## src/rtl/icmp_echo_tx.sv

```systemverilog
// ICMP echo-reply frame generator on the GMII transmit side: preamble, Ethernet/IPv4/ICMP
// headers, fixed payload and FCS, then an inter-frame gap before the next start is taken.
module icmp_echo_tx #(
  parameter logic [47:0] LOCAL_MAC     = 48'h000a_3501_fec0,
  parameter logic [47:0] PEER_MAC      = 48'hffff_ffff_ffff,
  parameter logic [31:0] LOCAL_IP      = 32'hc0a8_010a,
  parameter logic [31:0] PEER_IP       = 32'hc0a8_0166,
  parameter int          PAYLOAD_BYTES = 32,
  parameter int          IFG_CYCLES    = 12
) (
  input  logic        clk,
  input  logic        rst_n,
  input  logic        icmp_tx_start,
  input  logic [15:0] identify,
  input  logic [15:0] sequence_num,  // "sequence" is a reserved word
  output logic        gmii_tx_en,
  output logic [7:0]  gmii_txd,
  output logic        icmp_tx_busy,
  output logic        icmp_tx_end
);

  typedef enum logic [3:0] {
    S_IDLE, S_CALC, S_PREAMBLE, S_ETH_HEAD, S_IP_HEAD,
    S_ICMP_HEAD, S_PAYLOAD, S_FCS, S_IFG
  } state_t;

  function automatic logic [31:0] payload_sum(input int n);
    logic [31:0] s;
    logic [7:0]  b;
    s = '0;
    for (int k = 0; k < n; k++) begin
      b = 8'(32'h61 + 32'(k % 23));
      if (k % 2 == 0) s = s + {16'h0000, b, 8'h00};
      else            s = s + {24'h000000, b};
    end
    return s;
  endfunction

  function automatic logic [15:0] csum_finish(input logic [31:0] s);
    logic [31:0] f;
    f = {16'h0000, s[15:0]} + {16'h0000, s[31:16]};
    f = {16'h0000, f[15:0]} + {16'h0000, f[31:16]};
    return ~f[15:0];
  endfunction

  function automatic logic [31:0] crc_byte(input logic [31:0] c, input logic [7:0] d);
    logic [31:0] r;
    r = c ^ {24'h000000, d};
    for (int i = 0; i < 8; i++) r = r[0] ? ((r >> 1) ^ 32'hedb8_8320) : (r >> 1);
    return r;
  endfunction

  localparam logic [31:0] PAY_SUM    = payload_sum(PAYLOAD_BYTES);
  localparam logic [15:0] IP_TOT_LEN = 16'(28 + PAYLOAD_BYTES);
  localparam logic [10:0] PAY_LAST   = 11'(PAYLOAD_BYTES - 1);
  localparam logic [10:0] IFG_LAST   = 11'(IFG_CYCLES - 1);

  state_t      state_q, state_d;
  logic [10:0] cnt_q, cnt_d;
  logic [4:0]  pay_mod_q, pay_mod_d;
  logic [15:0] id_q, id_d, seq_q, seq_d, ip_id_q, ip_id_d;
  logic [15:0] ip_csum_q, ip_csum_d, icmp_csum_q, icmp_csum_d;
  logic [31:0] crc_q, crc_d;
  logic        tx_en_q, tx_en_d, end_q, end_d;
  logic [7:0]  txd_q, txd_d;

  logic [7:0]        cur_byte;
  logic [31:0]       ip_sum, icmp_sum, fcs;
  logic [0:13][7:0]  eth_b;
  logic [0:19][7:0]  ip_b;
  logic [0:7][7:0]   icmp_b;

  assign ip_sum = 32'h4500 + {16'h0000, IP_TOT_LEN} + {16'h0000, ip_id_q} + 32'h4001
                + {16'h0000, LOCAL_IP[31:16]} + {16'h0000, LOCAL_IP[15:0]}
                + {16'h0000, PEER_IP[31:16]} + {16'h0000, PEER_IP[15:0]};
  assign icmp_sum = {16'h0000, id_q} + {16'h0000, seq_q} + PAY_SUM;

  assign eth_b  = {PEER_MAC, LOCAL_MAC, 16'h0800};
  assign ip_b   = {8'h45, 8'h00, IP_TOT_LEN, ip_id_q, 16'h0000, 8'h40, 8'h01,
                   ip_csum_q, LOCAL_IP, PEER_IP};
  assign icmp_b = {16'h0000, icmp_csum_q, id_q, seq_q};
  assign fcs    = ~crc_q;

  always_comb begin
    state_d     = state_q;
    pay_mod_d   = pay_mod_q;
    id_d        = id_q;
    seq_d       = seq_q;
    ip_id_d     = ip_id_q;
    ip_csum_d   = ip_csum_q;
    icmp_csum_d = icmp_csum_q;
    crc_d       = crc_q;
    tx_en_d     = 1'b0;
    end_d       = 1'b0;
    cur_byte    = 8'h00;
    case (state_q)
      S_IDLE: begin
        if (icmp_tx_start) begin
          state_d = S_CALC;
          id_d    = identify;
          seq_d   = sequence_num;
        end
      end
      S_CALC: begin
        ip_csum_d   = csum_finish(ip_sum);
        icmp_csum_d = csum_finish(icmp_sum);
        crc_d       = 32'hffff_ffff;
        pay_mod_d   = '0;
        state_d     = S_PREAMBLE;
      end
      S_PREAMBLE: begin
        tx_en_d  = 1'b1;
        cur_byte = (cnt_q == 11'd7) ? 8'hd5 : 8'h55;
        if (cnt_q == 11'd7) state_d = S_ETH_HEAD;
      end
      S_ETH_HEAD: begin
        tx_en_d  = 1'b1;
        cur_byte = eth_b[cnt_q[3:0]];
        if (cnt_q == 11'd13) state_d = S_IP_HEAD;
      end
      S_IP_HEAD: begin
        tx_en_d  = 1'b1;
        cur_byte = ip_b[cnt_q[4:0]];
        if (cnt_q == 11'd19) state_d = S_ICMP_HEAD;
      end
      S_ICMP_HEAD: begin
        tx_en_d  = 1'b1;
        cur_byte = icmp_b[cnt_q[2:0]];
        if (cnt_q == 11'd7) state_d = S_PAYLOAD;
      end
      S_PAYLOAD: begin
        tx_en_d   = 1'b1;
        cur_byte  = 8'h61 + {3'b000, pay_mod_q};
        pay_mod_d = (pay_mod_q == 5'd22) ? 5'd0 : pay_mod_q + 5'd1;
        if (cnt_q == PAY_LAST) state_d = S_FCS;
      end
      S_FCS: begin
        tx_en_d = 1'b1;
        case (cnt_q[1:0])
          2'd0:    cur_byte = fcs[7:0];
          2'd1:    cur_byte = fcs[15:8];
          2'd2:    cur_byte = fcs[23:16];
          default: cur_byte = fcs[31:24];
        endcase
        if (cnt_q == 11'd3) state_d = S_IFG;
      end
      S_IFG: begin
        // last FCS byte leaves the output register on this cycle's edge
        if (cnt_q == 11'd0) begin
          end_d   = 1'b1;
          ip_id_d = ip_id_q + 16'd1;
        end
        if (cnt_q == IFG_LAST) state_d = S_IDLE;
      end
      default: state_d = S_IDLE;
    endcase
    if (state_q inside {S_ETH_HEAD, S_IP_HEAD, S_ICMP_HEAD, S_PAYLOAD})
      crc_d = crc_byte(crc_q, cur_byte);
    txd_d = tx_en_d ? cur_byte : 8'h00;
    cnt_d = (state_d != state_q || state_q == S_IDLE) ? 11'd0 : cnt_q + 11'd1;
  end

  always_ff @(posedge clk) begin
    if (!rst_n) begin
      state_q     <= S_IDLE;
      cnt_q       <= '0;
      pay_mod_q   <= '0;
      id_q        <= '0;
      seq_q       <= '0;
      ip_id_q     <= '0;
      ip_csum_q   <= '0;
      icmp_csum_q <= '0;
      crc_q       <= 32'hffff_ffff;
      tx_en_q     <= 1'b0;
      txd_q       <= 8'h00;
      end_q       <= 1'b0;
    end else begin
      state_q     <= state_d;
      cnt_q       <= cnt_d;
      pay_mod_q   <= pay_mod_d;
      id_q        <= id_d;
      seq_q       <= seq_d;
      ip_id_q     <= ip_id_d;
      ip_csum_q   <= ip_csum_d;
      icmp_csum_q <= icmp_csum_d;
      crc_q       <= crc_d;
      tx_en_q     <= tx_en_d;
      txd_q       <= txd_d;
      end_q       <= end_d;
    end
  end

  assign gmii_tx_en   = tx_en_q;
  assign gmii_txd     = txd_q;
  assign icmp_tx_end  = end_q;
  assign icmp_tx_busy = (state_q != S_IDLE);

endmodule

```

## config.mk

```make
export PLATFORM = sky130hd
export DESIGN_NAME = icmp_echo_tx
export DESIGN_NICKNAME = d
export VERILOG_FILES = /design/src/rtl/icmp_echo_tx.sv
export SDC_FILE = /design/constraint.sdc
export NUM_CORES = 1
export LEC_CHECK = 0
export CORE_MARGIN = 10
export CORE_UTILIZATION = 55
export CTS_BUF_LIST = sky130_fd_sc_hd__clkbuf_4 sky130_fd_sc_hd__clkbuf_8
export DETAILED_ROUTE_END_ITERATION = 12
export PLACE_DENSITY = 0.78
export SYNTH_ARGS = -nofsm -noshare
export SYNTH_HDL_FRONTEND = slang
export SYNTH_SLANG_ARGS = --single-unit
export TNS_END_PERCENT = 20
```

## constraint.sdc

```tcl
create_clock -name clk -period 13 [get_ports clk]
set_input_delay 1.95 -clock clk [delete_from_list [all_inputs] [get_ports clk]]
set_output_delay 1.95 -clock clk [all_outputs]
set_load 0.01 [all_outputs]
```

==> results of run 1 <==
## sequential cells by signal, indices dropped and copies added (netlist names)
name         cells
cnt_q           11
crc_q           32
gmii_tx_en       1
gmii_txd         8
icmp_csum_q     16
icmp_tx_end      1
id_q            16
ip_csum_q       16
ip_id_q         16
pay_mod_q        5
seq_q           16
state_q          4
## area by class of cell
| class | instances | area (um^2) | area share (%) |
|---|---|---|---|
| multi-input combinational | 1026 | 6994 | 61.88 |
| sequential | 142 | 2844 | 25.16 |
| timing repair buffer | 56 | 533.0 | 4.716 |
| tap | 234 | 292.8 | 2.590 |
| inverter | 70 | 262.8 | 2.325 |
| clock buffer | 20 | 256.5 | 2.269 |
| clock inverter | 11 | 120.1 | 1.063 |
## metrics by stage
| stage | setup WS (ns) | instances | total power [uW] | hold slack (ns) |
|---|---|---|---|---|
| after CTS | 6.446 | 1559 | 1213 | 0.4511 |
| after floorplan | 7.248 | 1320 | 774.5 | 0.4273 |
| after detailed placement | 6.474 | 1528 | 866.1 | 0.4397 |
| final | 6.410 | 1559 | 1213 | 0.4523 |
| after global placement | 6.700 | 1528 | 859.5 | 0.4353 |
| after global routing | 5.774 | 1559 | 1278 | 0.4744 |
## final timing paths
| path | end | cells after the start | from |
|---|---|---|---|
| max | icmp_csum_q[10] | 28 | id_q[2] |
| min | ip_csum_q[3] | 2 | ip_csum_q[3] |
| max reg2reg | icmp_csum_q[10] | 28 | id_q[2] |
| min reg2reg | ip_csum_q[3] | 2 | ip_csum_q[3] |
## layout by cell type (no fill, tap or decap), drive strengths merged, types with 7 or more instances in the layout
cell type,netlist,final
nor3b,10,10
a22oi,11,11
o21a,11,11
nand4,16,16
nand2b,8,8
nor2,120,120
a31oi,13,13
nor3,37,37
nor2b,29,29
clkbuf,60,20
a311oi,9,9
mux4,8,8
nor4,12,12
dfxtp,142,142
and3,10,10
o31ai,14,14
a21o,14,14
xor2,44,44
and2,12,12
nand3,33,33
mux2,16,16
o211ai,16,16
mux2i,9,9
inv,68,69
nand2,145,145
a21oi,77,77
a211oi,16,16
ha,50,50
clkinv,2,7
xnor2,105,105
clkdlybuf4s50,0,45
or3,12,12
buf,22,11
o21ai,67,67
## critical path, delay by kind of cell (launching register included)
kind	cells	cell delay, ns
compound gates	11	2.38
fa+ha+maj	6	1.42
flops	1	0.36
simple gates	7	1.89
buf+inv	2	0.11
xor+xnor	2	0.30
## report_power, final
group	switching, uW	total [uW]	internal, uW
logic	228	390	162
clock network	175	350	174
registers	17.6	473	456
## logic make-up after synthesis
group	after synthesis	synth area share, %
AO/OA/AOI/OAI	310	20.00
XOR/XNOR	151	13.16
adder cells (fa/ha/maj)	53	6.476
buffers and inverters	152	5.745
flip-flops	142	27.25
multiplexers	33	4.318
AND/OR/NAND/NOR	479	23.05
## layer usage
layer	GRT usage, %	part of all wire [%]	routed length (um)
met3	5.075	7.2	2026
met1	29.53	44	12460
met2	35.46	45	12770
met5	0	0.046	13
met4	8.905	2.8	800
==> insert_results.sql, run 1 <==
INSERT INTO impl_metrics (metric_group, metric, value, unit) VALUES
('cells_and_area', 'layout.cell_area.non_filler', '11300', 'um^2'),
('worst_setup_path', 'crit_path_top_delay_cell', 'a211oi_1', ''),
('yosys', 'synth_commonest_cells', '145 x nand2_1, 142 x dfxtp_1, 119 x nor2_1, 102 x xnor2_1, 77 x a21oi_1', ''),
('sta', 'slew_headroom', '20.67', '%'),
('yosys', 'synth_top_area_cell', 'dfxtp_1', ''),
('sta', 'timing_hold_violations_final', '0', ''),
('clocking', 'tritoncts', 'done', ''),
('placed_design', 'placer_congestion_estimate', '0.9277', ''),
('placed_design', 'hpwl', '20700', 'um'),
('worst_setup_path', 'critPathArrivalTime', '6.94', 'ns'),
('drt', 'drt_wl_total', '28070', 'um'),
('floorplanning', 'start_util', '55.77', '%'),
('sta', 'post-route-period-util', '50.70', '%'),
('run', 'maxCapViolations', '0', ''),
('yosys', 'post_synthesis_instance_area', '10430', 'um^2'),
('drt', 'initialDrtViolationCount', '747', ''),
('clocking', 'clk_path_buf_depth', '2', ''),
('yosys', 'synth_top_area_share', '27.25', '%'),
('sta', 'max_clock_freq', '0.1517', 'GHz'),
('floorplanning', 'floorplan.core_area', '18710', 'um^2'),
('min_path', 'worst_hold_path_type', 'register to register', ''),
('yosys', 'synth_seq_cells', '142', ''),
('yosys', 'postSynthNetCount', '1407', ''),
('run_status', 'run_status', 'finished, final reports clean', ''),
('clocking', 'post-cts-setup-buffer-count', '0', ''),
('global_routing', 'global_route_wire_length_before_repair', '45730', 'um'),
('yosys', 'postSynthCellCount', '1320', ''),
('yosys', 'synth_most_common_cell', 'nand2_1', ''),
('cells_and_area', 'drive_above_1_share', '7.472', '%'),
('drt', 'vias_per_cell', '6.137', ''),
('drt', 'postRouteAntennaNets', '0', ''),
('cells_and_area', 'final.fill_count', '1627', ''),
('yosys', 'synthesis.area_per_instance', '7.903', 'um^2'),
('sta', 'slew_violations', '0', ''),
('sta', 'fin_crit', '6.590', 'ns'),
('worst_setup_path', 'critical_path_endpoint_category', 'register', ''),
('clocking', 'clock_latency', '0.46', 'ns'),
('global_routing', 'track_usage', '22.62', '%'),
('yosys', 'netlist-cell-type-count', '90', ''),
('yosys', 'synth_seq_area_share', '27.25', '%'),
('yosys', 'yosys_most_used_dff', 'dfxtp_1', ''),
('global_routing', 'antenna_found_initial', '2', ''),
('yosys', 'ys_top_cells_by_area', 'dfxtp_1 27%, xnor2_1 8.6%, ha_1 6.0%', ''),
('clocking', 'cts_buffers', '17', ''),
('sta', 'setup_viol', '0', ''),
('placed_design', 'placed_area', '10930', 'um^2'),
('power_and_ir_drop', 'total_leakage_power', '0.004062', 'uW'),
('cells_and_area', 'final_net_count', '1400', ''),
('sta', 'finalSetupTns', '0', 'ns'),
('floorplanning', 'design.portCount', '46', ''),
('worst_setup_path', 'slowest_delay', '0.66', 'ns'),
('clocking', 'clk_pin_slew_worst_paths', '0.08', 'ns'),
('clocking', 'clock_sink_count', '142', ''),
('yosys', 'asyncSetResetFlopFracSynth', '0', '%'),
('clocking', 'ctsRootBufferMaster', 'clkbuf_8', ''),
('cells_and_area', 'diodes', '0', ''),
('sta', 'setup_repair_after_global_routing_missed_its_margin', 'false', ''),
('worst_setup_path', 'critPathRequiredTime', '13.35', 'ns'),
('global_routing', 'first_global_vias', '8880', ''),
('yosys', 'synth_enable_flop_cells', '0', ''),
('floorplanning', 'die_height', '157.7', 'um'),
('placed_design', 'buffer_ports.inserted', '45', ''),
('drt', 'vias', '9567', ''),
('power_and_ir_drop', 'power.ir.vdd_worst', '0.08775', 'mV'),
('drt', 'post-route-drc-count', '0', ''),
('worst_setup_path', 'worst_setup_path_start_kind', 'register', ''),
('clocking', 'ctsHtreeMaxLevel', '4', ''),
('drt', 'drt-wirelength-per-cell', '18.01', 'um'),
('floorplanning', 'die_outline_area', '24880', 'um^2'),
('worst_setup_path', 'setup.worst_path.class', 'register to register', ''),
('worst_setup_path', 'r2r_setup_slack', '6.41', 'ns');
No activity file was read; power rests on OpenSTA's default activity.
==> inputs of run 2 (changes only) <==
--- a/config.mk
+++ b/config.mk
@@ -9,7 +9,7 @@
 export CORE_UTILIZATION = 55
 export CTS_BUF_LIST = sky130_fd_sc_hd__clkbuf_4 sky130_fd_sc_hd__clkbuf_8
 export DETAILED_ROUTE_END_ITERATION = 12
-export PLACE_DENSITY = 0.78
+export PLACE_DENSITY = 0.81
 export SYNTH_ARGS = -nofsm -noshare
 export SYNTH_HDL_FRONTEND = slang
 export SYNTH_SLANG_ARGS = --single-unit
==> constraint.sdc (replaced) <==
create_clock -name clk -period 5.3 [get_ports clk]
set_input_delay 0.795 -clock clk [delete_from_list [all_inputs] [get_ports clk]]
set_output_delay 0.795 -clock clk [all_outputs]
set_load 0.01 [all_outputs]
==> run 2 against run 1 <==
Cell area rose by 6.2%. Register-to-register slack got worse by 6.4 ns. Worst setup slack lost 6.4 ns. Total power increased to 2.7 times the previous value. Global-route usage increased by 0.88 points. Worst hold slack about the same. Clock-buffer cell count rose by 2. Flip-flop and latch count did not move. Sequential share of layout area is 1.4 points lower. Largest power group unchanged. Highest routed layer unchanged.
==> insert_results.sql, run 2 (synthesis gave the netlist of run 1 again) <==
INSERT INTO impl_metrics (metric_group, metric, value, unit) VALUES
('cells_and_area', 'diodes', '0', ''),
('sta', 'timing_hold_violations_final', '0', ''),
('drt', 'post-route-drc-count', '0', ''),
('worst_setup_path', 'worst_path_most_repeated_cell', 'a21o_1', ''),
('sta', 'slew_headroom', '23.32', '%'),
('placed_design', 'buffer_ports.inserted', '45', ''),
('power_and_ir_drop', 'power-per-cell-area', '274.1', 'nW/um^2'),
('run', 'maxCapViolations', '0', ''),
('floorplanning', 'die_height', '157.7', 'um'),
('drt', 'drt-wirelength-per-cell', '18.49', 'um'),
('clocking', 'clk_path_buf_depth', '2', ''),
('clocking', 'ctsHtreeMaxLevel', '4', ''),
('run_status', 'run_status', 'finished, final reports clean', ''),
('placed_design', 'pre_cts_ws', '-0.1491', 'ns'),
('drt', 'drt_wl_total', '29800', 'um'),
('cells_and_area', 'largest_register_ffs', '32', ''),
('worst_setup_path', 'critPathArrivalTime', '5.65', 'ns'),
('worst_setup_path', 'critical_path_endpoint_category', 'register', ''),
('sta', 'setup_viol', '0', ''),
('power_and_ir_drop', 'internal_power', '2178', 'uW'),
('drt', 'postRouteAntennaNets', '0', ''),
('floorplanning', 'design.portCount', '46', ''),
('worst_setup_path', 'setup.worst_path.class', 'register to register', ''),
('sta', 'slew_violations', '0', ''),
('clocking', 'clock_latency', '0.46', 'ns'),
('cells_and_area', 'drive_above_1_share', '14.16', '%'),
('power_and_ir_drop', 'power.ir.vdd_worst', '0.1742', 'mV'),
('cells_and_area', 'max_flop_register', 'crc_q', ''),
('global_routing', 'global_route_wire_length_before_repair', '47400', 'um'),
('power_and_ir_drop', 'power.combinational.fraction', '35.0', '%'),
('cells_and_area', 'layout_common_cells', '143 x nand2_1, 135 x dfxtp_1, 116 x nor2_1', ''),
('worst_setup_path', 'critPathRequiredTime', '5.66', 'ns'),
('clocking', 'cts_buffers', '17', ''),
('drt', 'vias_per_cell', '6.215', ''),
('power_and_ir_drop', 'total_power', '3290', 'uW'),
('clocking', 'clock_sink_count', '142', ''),
('global_routing', 'pin_count_of_the_biggest_net_entering_global_routing', '57', ''),
('floorplanning', 'floorplan.core_area', '18710', 'um^2'),
('power_and_ir_drop', 'power_frac_seq', '35.4', '%'),
('global_routing', 'track_usage', '23.51', '%'),
('power_and_ir_drop', 'net_switching_component_of_the_power', '1113', 'uW'),
('cells_and_area', 'final_net_count', '1451', ''),
('power_and_ir_drop', 'total_leakage_power', '0.004369', 'uW'),
('sta', 'timing.hold.ws', '0.4521', 'ns'),
('worst_setup_path', 'r2r_setup_slack', '0.009', 'ns'),
('worst_setup_path', 'worst_setup_path_start_kind', 'register', ''),
('global_routing', 'first_global_vias', '9316', ''),
('cells_and_area', 'area_growth', '15.05', '%'),
('floorplanning', 'horizontal_die_dimension', '157.7', 'um'),
('sta', 'post-route-period-util', '99.83', '%'),
('floorplanning', 'start_util', '55.77', '%'),
('min_path', 'worst_hold_path_type', 'register to register', ''),
('worst_setup_path', 'critical_path.max_fanout', '4', ''),
('sta', 'setup_repair_after_global_routing_missed_its_margin', 'true', ''),
('power_and_ir_drop', 'power.share.switching', '33.82', '%'),
('drt', 'vias', '10010', ''),
('sta', 'finalSetupTns', '0', 'ns'),
('worst_setup_path', 'slowest_delay', '0.34', 'ns'),
('floorplanning', 'die_outline_area', '24880', 'um^2'),
('cells_and_area', 'most_frequent_standard_cell_in_the_layout_excluding_fill_and_tap_cells', 'nand2_1', ''),
('global_routing', 'globalRoute.totalOverflow', '0', ''),
('power_and_ir_drop', 'p_clk_share', '29.6', '%'),
('clocking', 'clk_pin_slew_worst_paths', '0.08', 'ns'),
('drt', 'drtPass1Iterations', '7', ''),
('floorplanning', 'floorplan.rows', '50', ''),
('placed_design', 'placer_congestion_estimate', '0.9471', ''),
('clocking', 'ctsRootBufferMaster', 'clkbuf_8', ''),
('global_routing', 'antenna_found_initial', '2', ''),
('clocking', 'tritoncts', 'done', ''),
('worst_setup_path', 'crit_path_top_delay_cell', 'dfxtp_2', ''),
('sta', 'max_clock_freq', '0.1890', 'GHz'),
('placed_design', 'hpwl', '21620', 'um'),
('sta', 'finalClockSkew', '0.01164', 'ns'),
('drt', 'initialDrtViolationCount', '1066', ''),
('cells_and_area', 'final.fill_count', '1551', ''),
('sta', 'fin_crit', '5.291', 'ns'),
('sta', 'postLayoutSetupSlackWorst', '0.008874', 'ns'),
('sta', 'worstMarginPinSlew', '1.150', 'ns');
==> run 2: changes by cell type in the layout (fill, tap and decap cells not counted), sizes merged <==
cell and delta:
buf +51, bufinv +2, clkbuf +2, clkinv -2, clkinvlp -1
==> run 2: power groups by stage <==
stage                     clock network [uW]  logic [uW]  registers [uW]
after floorplan                            0         755            1170
final                                    974        1150            1170
after global placement                     0        1020            1190
after global routing                    1020        1240            1170
after detailed placement                   0        1040            1190
after CTS                                979        1060            1160
==> run 2: final timing paths <==
| path | startpoint | endpoint | cells after the start |
|---|---|---|---|
| worst min register to register | icmp_csum_q[9] | icmp_csum_q[9] | 2 |
| worst max register to register | id_q[2] | icmp_csum_q[10] | 28 |
| worst min-delay path | icmp_csum_q[9] | icmp_csum_q[9] | 2 |
| worst max-delay path | id_q[2] | icmp_csum_q[10] | 28 |
==> run 2: cell type report <==
class / count / area, um^2 / share of cell area, %
Clock buffer: 22 / 277.8 / 2.314
Clock inverter: 10 / 162.7 / 1.355
Inverter: 70 / 262.8 / 2.189
Multi-Input combinational cell: 1026 / 7227 / 60.21
Sequential cell: 142 / 2851 / 23.76
Tap cell: 234 / 292.8 / 2.439
Timing Repair Buffer: 107 / 928.4 / 7.735
==> run 2: critical path, delay by kind of cell (launching register included) <==
kind                     cells  cell delay, ns
buffers and inverters        2            0.08
AO/OA/AOI/OAI               11            1.80
adder cells (fa/ha/maj)      6            1.32
XOR/XNOR                     2            0.32
flip-flops                   1            0.34
AND/OR/NAND/NOR              7            1.32
==> run 2: what timing repair did <==
action	CTS	global route
hold buffers	0	0
pin swaps	8	26
setup endpoints to repair	5	11
hold endpoints to repair	0	0
resized for setup	3	45
setup buffers	2	7
==> run 2: through the flow <==
step / instance area (um^2) / std cells / util [%]
after floorplan: 10500 / 1320 / -
after global placement: 11320 / 1570 / 60.52
after detailed placement: 11320 / 1570 / 60.52
after CTS: 11790 / 1604 / 63.02
after global routing: 12000 / 1611 / 64.17
final: 12000 / 1611 / 64.17
==> run 2: layer usage <==
layer  global-route usage [%]  part of all wire, %  vias up
li1                         -                    -     4755
met1                    30.38                   42     4722
met2                    37.78                   47      459
met3                    4.912                  8.1       75
met4                    8.638                  2.7        2
met5                        0                0.044        -
==> inputs of run 3 (changes only) <==
--- a/config.mk
+++ b/config.mk
@@ -6,10 +6,10 @@
 export NUM_CORES = 1
 export LEC_CHECK = 0
 export CORE_MARGIN = 10
-export CORE_UTILIZATION = 55
-export CTS_BUF_LIST = sky130_fd_sc_hd__clkbuf_4 sky130_fd_sc_hd__clkbuf_8
+export CORE_UTILIZATION = 58
+export CTS_BUF_LIST = sky130_fd_sc_hd__clkbuf_8
 export DETAILED_ROUTE_END_ITERATION = 12
-export PLACE_DENSITY = 0.81
+export PLACE_DENSITY = 0.85
 export SYNTH_ARGS = -nofsm -noshare
 export SYNTH_HDL_FRONTEND = slang
 export SYNTH_SLANG_ARGS = --single-unit
==> run 3 against run 2 <==
The run now ends with setup timing left. Largest power group is now combinational cells. Worst setup slack worse by 0.088 ns. Worst hold slack better by 0.0076 ns. Non-clock buffer count rose by 17. Flip-flop and latch count did not move. Combinational power is 4% higher. Wire length is 5.4% higher. Clock-buffer cell count shrank 3. Global-route usage rose by 1.0 points.
==> insert_results.sql, run 3 (synthesis gave the netlist of run 1 again) <==
INSERT INTO impl_metrics (metric_group, metric, value, unit) VALUES
('clocking', 'hold_buffers', '0', ''),
('global_routing', 'pin_count_of_the_biggest_net_entering_global_routing', '50', ''),
('cells_and_area', 'post_layout_nonfiller_instances', '1618', ''),
('floorplanning', 'start_util', '59.69', '%'),
('worst_setup_path', 'crit_path_top_delay_cell', 'nor4b_2', ''),
('global_routing', 'track_usage', '24.54', '%'),
('drt', 'drt-wirelength-per-cell', '19.41', 'um'),
('worst_setup_path', 'critPathRequiredTime', '5.67', 'ns'),
('clocking', 'ctsRootBufferMaster', 'clkbuf_8', ''),
('sta', 'max_clock_freq', '0.1859', 'GHz'),
('clocking', 'cts_buffers', '17', ''),
('worst_setup_path', 'critical_path.max_fanout', '4', ''),
('placed_design', 'hpwl', '21890', 'um'),
('sta', 'slew_violations', '0', ''),
('cells_and_area', 'layout_common_cells', '143 x nand2_1, 133 x dfxtp_1, 116 x nor2_1', ''),
('power_and_ir_drop', 'total_leakage_power', '0.004463', 'uW'),
('run', 'maxCapViolations', '0', ''),
('worst_setup_path', 'crit_family', 'compound AO/OA/AOI/OAI gates', ''),
('floorplanning', 'die_outline_area', '23750', 'um^2'),
('clocking', 'clk_pin_slew_worst_paths', '0.08', 'ns'),
('sta', 'finalClockSkew', '0.01816', 'ns'),
('global_routing', 'antenna_found_initial', '0', ''),
('power_and_ir_drop', 'power-per-cell-area', '270.9', 'nW/um^2'),
('run_status', 'violations', 'setup timing', ''),
('placed_design', 'placed_insts', '1572', ''),
('worst_setup_path', 'slowest_delay', '0.36', 'ns'),
('placed_design', 'placer_congestion_estimate', '0.9399', ''),
('worst_setup_path', 'critPathArrivalTime', '5.75', 'ns'),
('worst_setup_path', 'critical_path_endpoint_category', 'register', ''),
('cells_and_area', 'most_frequent_standard_cell_in_the_layout_excluding_fill_and_tap_cells', 'nand2_1', ''),
('global_routing', 'first_global_vias', '9486', ''),
('worst_setup_path', 'setup.worst_path.class', 'register to register', ''),
('clocking', 'clock_latency', '0.48', 'ns'),
('global_routing', 'globalRoute.totalOverflow', '0', ''),
('floorplanning', 'die_height', '154.1', 'um'),
('clocking', 'clock_sink_count', '142', ''),
('worst_setup_path', 'cp.buffers_inverters', '2', ''),
('floorplanning', 'design.portCount', '46', ''),
('drt', 'drtPass1Iterations', '5', ''),
('worst_setup_path', 'worst_path_most_repeated_cell', 'a21o_1', ''),
('cells_and_area', 'diodes', '0', ''),
('worst_setup_path', 'worst_setup_path_start_kind', 'register', ''),
('drt', 'vias_per_cell', '6.336', ''),
('cells_and_area', 'final.fill_count', '1324', ''),
('drt', 'vias', '10250', ''),
('drt', 'postRouteAntennaNets', '0', ''),
('floorplanning', 'floorplan.rows', '48', ''),
('floorplanning', 'horizontal_die_dimension', '154.1', 'um'),
('sta', 'setup_viol', '4', ''),
('sta', 'worstMarginPinSlew', '1.192', 'ns'),
('sta', 'fin_crit', '5.380', 'ns'),
('cells_and_area', 'final_net_count', '1468', ''),
('clocking', 'clk_path_buf_depth', '2', ''),
('cells_and_area', 'drive_above_1_share', '15.43', '%'),
('floorplanning', 'floorplan.core_area', '17480', 'um^2'),
('min_path', 'worst_hold_path_type', 'register to register', ''),
('cells_and_area', 'area_growth', '16.13', '%'),
('drt', 'post-route-drc-count', '0', ''),
('sta', 'timing_hold_violations_final', '0', ''),
('clocking', 'ctsHtreeMaxLevel', '4', ''),
('sta', 'post-route-period-util', '101.5', '%'),
('sta', 'setup_repair_after_global_routing_missed_its_margin', 'true', ''),
('cells_and_area', 'max_flop_register', 'crc_q', ''),
('clocking', 'tritoncts', 'done', ''),
('cells_and_area', 'largest_register_ffs', '32', ''),
('sta', 'slew_headroom', '20.54', '%'),
('drt', 'initialDrtViolationCount', '1004', ''),
('run_status', 'run_status', 'complete, but fails checks', ''),
('power_and_ir_drop', 'power.ir.vdd_worst', '0.2523', 'mV'),
('placed_design', 'pre_cts_ws', '-0.1162', 'ns'),
('drt', 'drt_wl_total', '31400', 'um'),
('placed_design', 'buffer_ports.inserted', '45', ''),
('global_routing', 'global_route_wire_length_before_repair', '48460', 'um'),
('sta', 'postLayoutSetupSlackWorst', '-0.07960', 'ns');
-- run 3: worst paths after layout --
check                 startpoint         endpoint  slack, ns  depth (start not counted)
setup / recovery        seq_q[2]  icmp_csum_q[10]      -0.08                         28
hold / removal    icmp_csum_q[3]   icmp_csum_q[3]       0.46                          2
setup reg to reg        seq_q[2]  icmp_csum_q[10]      -0.08                         28
hold reg to reg   icmp_csum_q[3]   icmp_csum_q[3]       0.46                          2
-- run 3: area by class of cell --
type                            instances  area [um^2]  share of cell area, %
Multi-Input combinational cell       1026         7264                  59.96
Sequential cell                       142         2854                  23.56
Timing Repair Buffer                  124         1044                  8.613
Tap cell                              225        281.5                  2.324
Inverter                               70        265.3                  2.189
Clock buffer                           19        261.5                  2.158
Clock inverter                         12        145.1                  1.198
-- run 3: metrics by stage --
step | TNS, ns | cell area, um^2 | util [%] | hold WS, ns | power, uW
after floorplan | 0 | 10500 | - | 0.4273 | 1922
after global placement | 0 | 11380 | 65.11 | 0.4344 | 2206
after CTS | -0.002723 | 11840 | 67.74 | 0.4573 | 3146
after detailed placement | -0.3740 | 11380 | 65.11 | 0.4451 | 2226
final | -0.1913 | 12120 | 69.32 | 0.4597 | 3282
after global routing | -1.748 | 12120 | 69.32 | 0.4927 | 3417
-- run 3: where the power goes --
group	internal, uW	leakage [uW]	total, uW	switching (uW)
sequential	1120	0.00116	1160	43.4
combinational	534	0.00309	1200	667
clock	484	0.000216	918	434
total	2140	0.00446	3280	1150
-- run 3: repair_timing --
item                       CTS  global route
pin swaps                    8            40
hold endpoints to repair     0             0
gates resized for setup      7            53
buffers inserted             3            12
setup endpoints to repair    5            12
-- run 3: routing by layer --
layer	part of all wire, %	vias up	track usage, %
li1	-	4793	-
met1	41	4778	31.39
met2	47	565	39.75
met3	8.6	115	5.384
met4	3.8	0	8.547
met5	0	-	0
-- run 3: worst register-to-register path, delay by kind of cell, from the launching register on --
| family | cells | cell delay (ns) |
|---|---|---|
| XOR/XNOR | 2 | 0.31 |
| adder cells (fa/ha/maj) | 6 | 1.37 |
| AND/OR/NAND/NOR | 7 | 1.24 |
| AO/OA/AOI/OAI | 11 | 1.92 |
| flip-flops | 1 | 0.35 |
| buffers and inverters | 2 | 0.09 |
==> RTL change 1, RTL diff (config.mk and constraints of run 2) <==
Put one more register stage on the output `gmii_txd`, without a reset. The value now appears one clock later. The other outputs are not delayed to match.
--- a/src/rtl/icmp_echo_tx.sv
+++ b/src/rtl/icmp_echo_tx.sv
@@ -191,7 +191,9 @@
   end
 
   assign gmii_tx_en   = tx_en_q;
-  assign gmii_txd     = txd_q;
+  always_ff @(posedge clk) begin
+    gmii_txd <= txd_q;
+  end
   assign icmp_tx_end  = end_q;
   assign icmp_tx_busy = (state_q != S_IDLE);
 
Function: changed (Yosys sat finds a counterexample within 4 cycles, from zero or initial values and one cycle with rst_n low).
==> RTL change 1 against run 2 <==
- the flow now finishes with violations (setup timing)
- clock power fell by 5.3%
- global-route usage rose by 1.0 points
- via count rose by 6.3%
- sequential power rose by 4%
- sequential cell count rose by 8
- cell area rose by 6.4%
- routed wire length rose by 13%
- setup slack got worse by 0.70 ns
- non-clock buffer count rose by 67
- total power rose by 0.97%
- synthesized area rose by 2.4%
- critical path type unchanged
- highest routed layer is now met4
==> RTL change 1: results (changes against run 2) <==
- Outcome: complete, but fails checks (was complete, no violations)
- Failing checks: setup timing
- WHS: 0.3240 ns (was 0.4521 ns)
- Hold path depth: 0 (was 2)
- Synth Area in Adders: 0.06325 (was 0.06476)
- Clock latency on the worst-skew pair: 0.49 ns (was 0.46 ns)
- Routability Congestion: 0.9945 (was 0.9471)
- Reg area: 3007 um2 (was 2851 um2)
- Worst-path clk slew: 0.11 ns (was 0.08 ns)
- Worst slew pin tran: 1.090 ns (was 1.150 ns)
- Worst EP arrival: 6.32 ns (was 5.65 ns)
- Hold Startpoint: txd_q[2]$_SDFF_PN0_ (was icmp_csum_q[9]$_SDFFE_PN0P_)
- Routed wire per std cell: 19.35 um (was 18.49 um)
- Post-synth top cells: 150 x dfxtp_1, 142 x nand2_1, 128 x nor2_1 (was 145 x nand2_1, 142 x dfxtp_1, 119 x nor2_1)
- Met1 Use GR: 0.3158 (was 0.3038)
- Post-synthesis mux area share: 0.04076 (was 0.04318)
- TNS Setup: -5.028 ns (was 0 ns)
- Fin nets: 1547 (was 1451)
- Pre-antenna DRT Iters: 6 (was 7)
- FILL cells: 1542 (was 1551)
- Initial antenna violation count: 0 (was 2)
- WHS Endpoint: gmii_txd[2]$_DFF_P_ (was icmp_csum_q[9]$_SDFFE_PN0P_)
- Post-Synthesis Net Count: 1430 (was 1407)
- Routed vias/inst: 6.140 (was 6.215)
- Met3 Track Usage GR: 0.05241 (was 0.04912)
- Post-route setup slack: -0.6886 ns (was 0.008874 ns)
- Setup violations, final: 12 (was 0)
- Peak supply drop: 0.0001760 V (was 0.0001742 V)
- Reg-to-reg startpoint: id_q[9]$_SDFFE_PN0P_ (was id_q[2]$_SDFFE_PN0P_)
- First-pass GRT wire length: 51.89 mm (was 47.40 mm)
- Yosys cell types: 95 (was 90)
- Non-Filler Instances: 1733 (was 1611)
- Largest net degree at the start of global routing: 63 (was 57)
- Gate Count Post-Synth: 1343 (was 1320)
- Worst Skew: 0.01692 ns (was 0.01164 ns)
- Register area share after synthesis: 0.2811 (was 0.2725)
-- RTL change 1: cell types whose count changed in the layout (fill, tap and decap cells not counted), sizes merged, moves of 12 or more --
cell / before / now
xnor2: 105 / 82
a21oi: 77 / 91
nand2b: 8 / 24
buf: 62 / 129
xor2: 44 / 60
nor3: 37 / 49
-- RTL change 1: report_power, final --
group	internal (mW)	switching [mW]
clock	0.363	0.559
sequential	1.18	0.0437
combinational	0.524	0.656
-- RTL change 1: area by class of cell --
cell class	instances	share of cell area
clock buffers	17	0.01832
clock inverters	15	0.01450
inverters	65	0.01910
multi-input cells	1052	0.5758
flip-flops and latches	150	0.2354
well taps	260	0.02547
repair buffers	174	0.1114
-- RTL change 1: metal layers --
metal / vias up / routed length (um)
li1: 4980 / -
met1: 5056 / 14060
met2: 513 / 15510
met3: 92 / 2846
met4: 0 / 1105
met5: - / 0
-- RTL change 1: repair_timing --
item,in CTS,in global routing
buffers inserted,22,8
pin swaps,8,14
setup endpoints to repair,12,14
resized for setup,23,27
==> RTL change 2, RTL diff (config.mk and constraints of run 2) <==
Without the edit above. The parameter `PEER_IP` goes from 32'hc0a8_0166 to 32'h605400b3.
--- a/src/rtl/icmp_echo_tx.sv
+++ b/src/rtl/icmp_echo_tx.sv
@@ -4,7 +4,7 @@
   parameter logic [47:0] LOCAL_MAC     = 48'h000a_3501_fec0,
   parameter logic [47:0] PEER_MAC      = 48'hffff_ffff_ffff,
   parameter logic [31:0] LOCAL_IP      = 32'hc0a8_010a,
-  parameter logic [31:0] PEER_IP       = 32'hc0a8_0166,
+  parameter logic [31:0] PEER_IP       = 32'h605400b3,
   parameter int          PAYLOAD_BYTES = 32,
   parameter int          IFG_CYCLES    = 12
 ) (
Behaviour: same outputs for any inputs over 4 cycles, from zero or initial values and one cycle with rst_n low; that may be too few to reach the edited logic, so the function may still have changed.
==> RTL change 2 against run 2 <==
- the flow now finishes with violations (setup timing)
- synthesized area is 0.11% lower
- total power about the same
- fmax is 2.7% lower
- highest routed layer is now met4
- non-clock buffer count increased by 27
- routed wire length grew 1.0%
- utilization up 1.4 points
- critical path type unchanged
- largest power group unchanged
- sequential cell count stayed put
- cell area grew 1.8%
- global-route usage is 0.55 points higher
- setup slack got worse by 0.14 ns
- critical path depth did not move
==> RTL change 2: results (changes against run 2) <==
- Outcome: complete, but fails checks (was complete, no violations)
- Failing checks: setup timing
- Post-CTS Setup Bufs: 9 (was 2)
- Cell internal pwr: 2.204 mW (was 2.178 mW)
- Post-synthesis compound-gate area fraction: 0.1801 (was 0.2000)
- Post-synth top cells: 150 x nand2_1, 142 x dfxtp_1, 118 x nor2_1 (was 145 x nand2_1, 142 x dfxtp_1, 119 x nor2_1)
- Highest routed layer: met4 (was met5)
- FILL cells: 1518 (was 1551)
- Peak supply drop: 0.0001548 V (was 0.0001742 V)
- Clk network pwr share: 0.322 (was 0.296)
- Wire length on met3: 1.842 mm (was 2.403 mm)
- Met1 Use GR: 0.3060 (was 0.3038)
- Total GRT Usage: 0.2406 (was 0.2351)
- Dpl ws: -0.1340 ns (was -0.1491 ns)
- Layout cells sized above 1: 0.1680 (was 0.1416)
- First-pass GRT wire length: 48.39 mm (was 47.40 mm)
- Top post-synthesis cells by area: dfxtp_1 27%, xnor2_1 7.4%, ha_1 6.2% (was dfxtp_1 27%, xnor2_1 8.6%, ha_1 6.0%)
- WHS: 0.4550 ns (was 0.4521 ns)
- Mean post-synth cell area: 7.895 um2 (was 7.903 um2)
- Worst Skew: 0.01249 ns (was 0.01164 ns)
- Routed vias/inst: 6.040 (was 6.215)
- Post-Synthesis Net Count: 1410 (was 1407)
- Post-route setup slack: -0.1352 ns (was 0.008874 ns)
- Worst EP arrival: 5.84 ns (was 5.65 ns)
- Setup violations, final: 7 (was 0)
- Worst Setup SP: id_q[8]$_SDFFE_PN0P_ (was id_q[2]$_SDFFE_PN0P_)
- Register area share after synthesis: 0.2728 (was 0.2725)
- Placed Cells: 1594 (was 1570)
- DRT iter0 DRCs: 974 (was 1066)
- Routability Congestion: 1.006 (was 0.9471)
- DR vias: 9900 (was 10010)
- Routed wire per std cell: 18.36 um (was 18.49 um)
- Slowest stage delay, CP: 0.45 ns (was 0.34 ns)
- Met3 Track Usage GR: 0.03501 (was 0.04912)
- Worst slew pin tran: 0.9768 ns (was 1.150 ns)
- Routed length on met2: 14.43 mm (was 13.96 mm)
- Crit-path slowest cell: a2111o_1 (was dfxtp_2)
## RTL change 2: changes by cell type after synthesis, sizes merged, moves of 6 or more
cell	run 2	this run
a211oi	16	28
a21o	14	7
a21oi	77	99
a311oi	9	3
nand3	33	54
nand4	16	10
nor3	37	29
o211ai	16	7
o21a	11	1
o21ai	67	60
o31ai	14	4
xnor2	105	99
## RTL change 2: layout make-up
cell class	count	share of cell area
inverters	72	0.02212
clock inverters	14	0.01966
flip-flops and latches	142	0.2333
multi-input cells	1025	0.5897
well taps	234	0.02396
repair buffers	134	0.09154
clock buffers	18	0.01976
## RTL change 2: path summary, 6_finish.rpt
check	to	cells after the start
setup reg to reg	icmp_csum_q[12]$_SDFFE_PN0P_	28
setup / recovery	icmp_csum_q[12]$_SDFFE_PN0P_	28
hold reg to reg	ip_csum_q[9]$_SDFFE_PN0P_	2
hold / removal	ip_csum_q[9]$_SDFFE_PN0P_	2
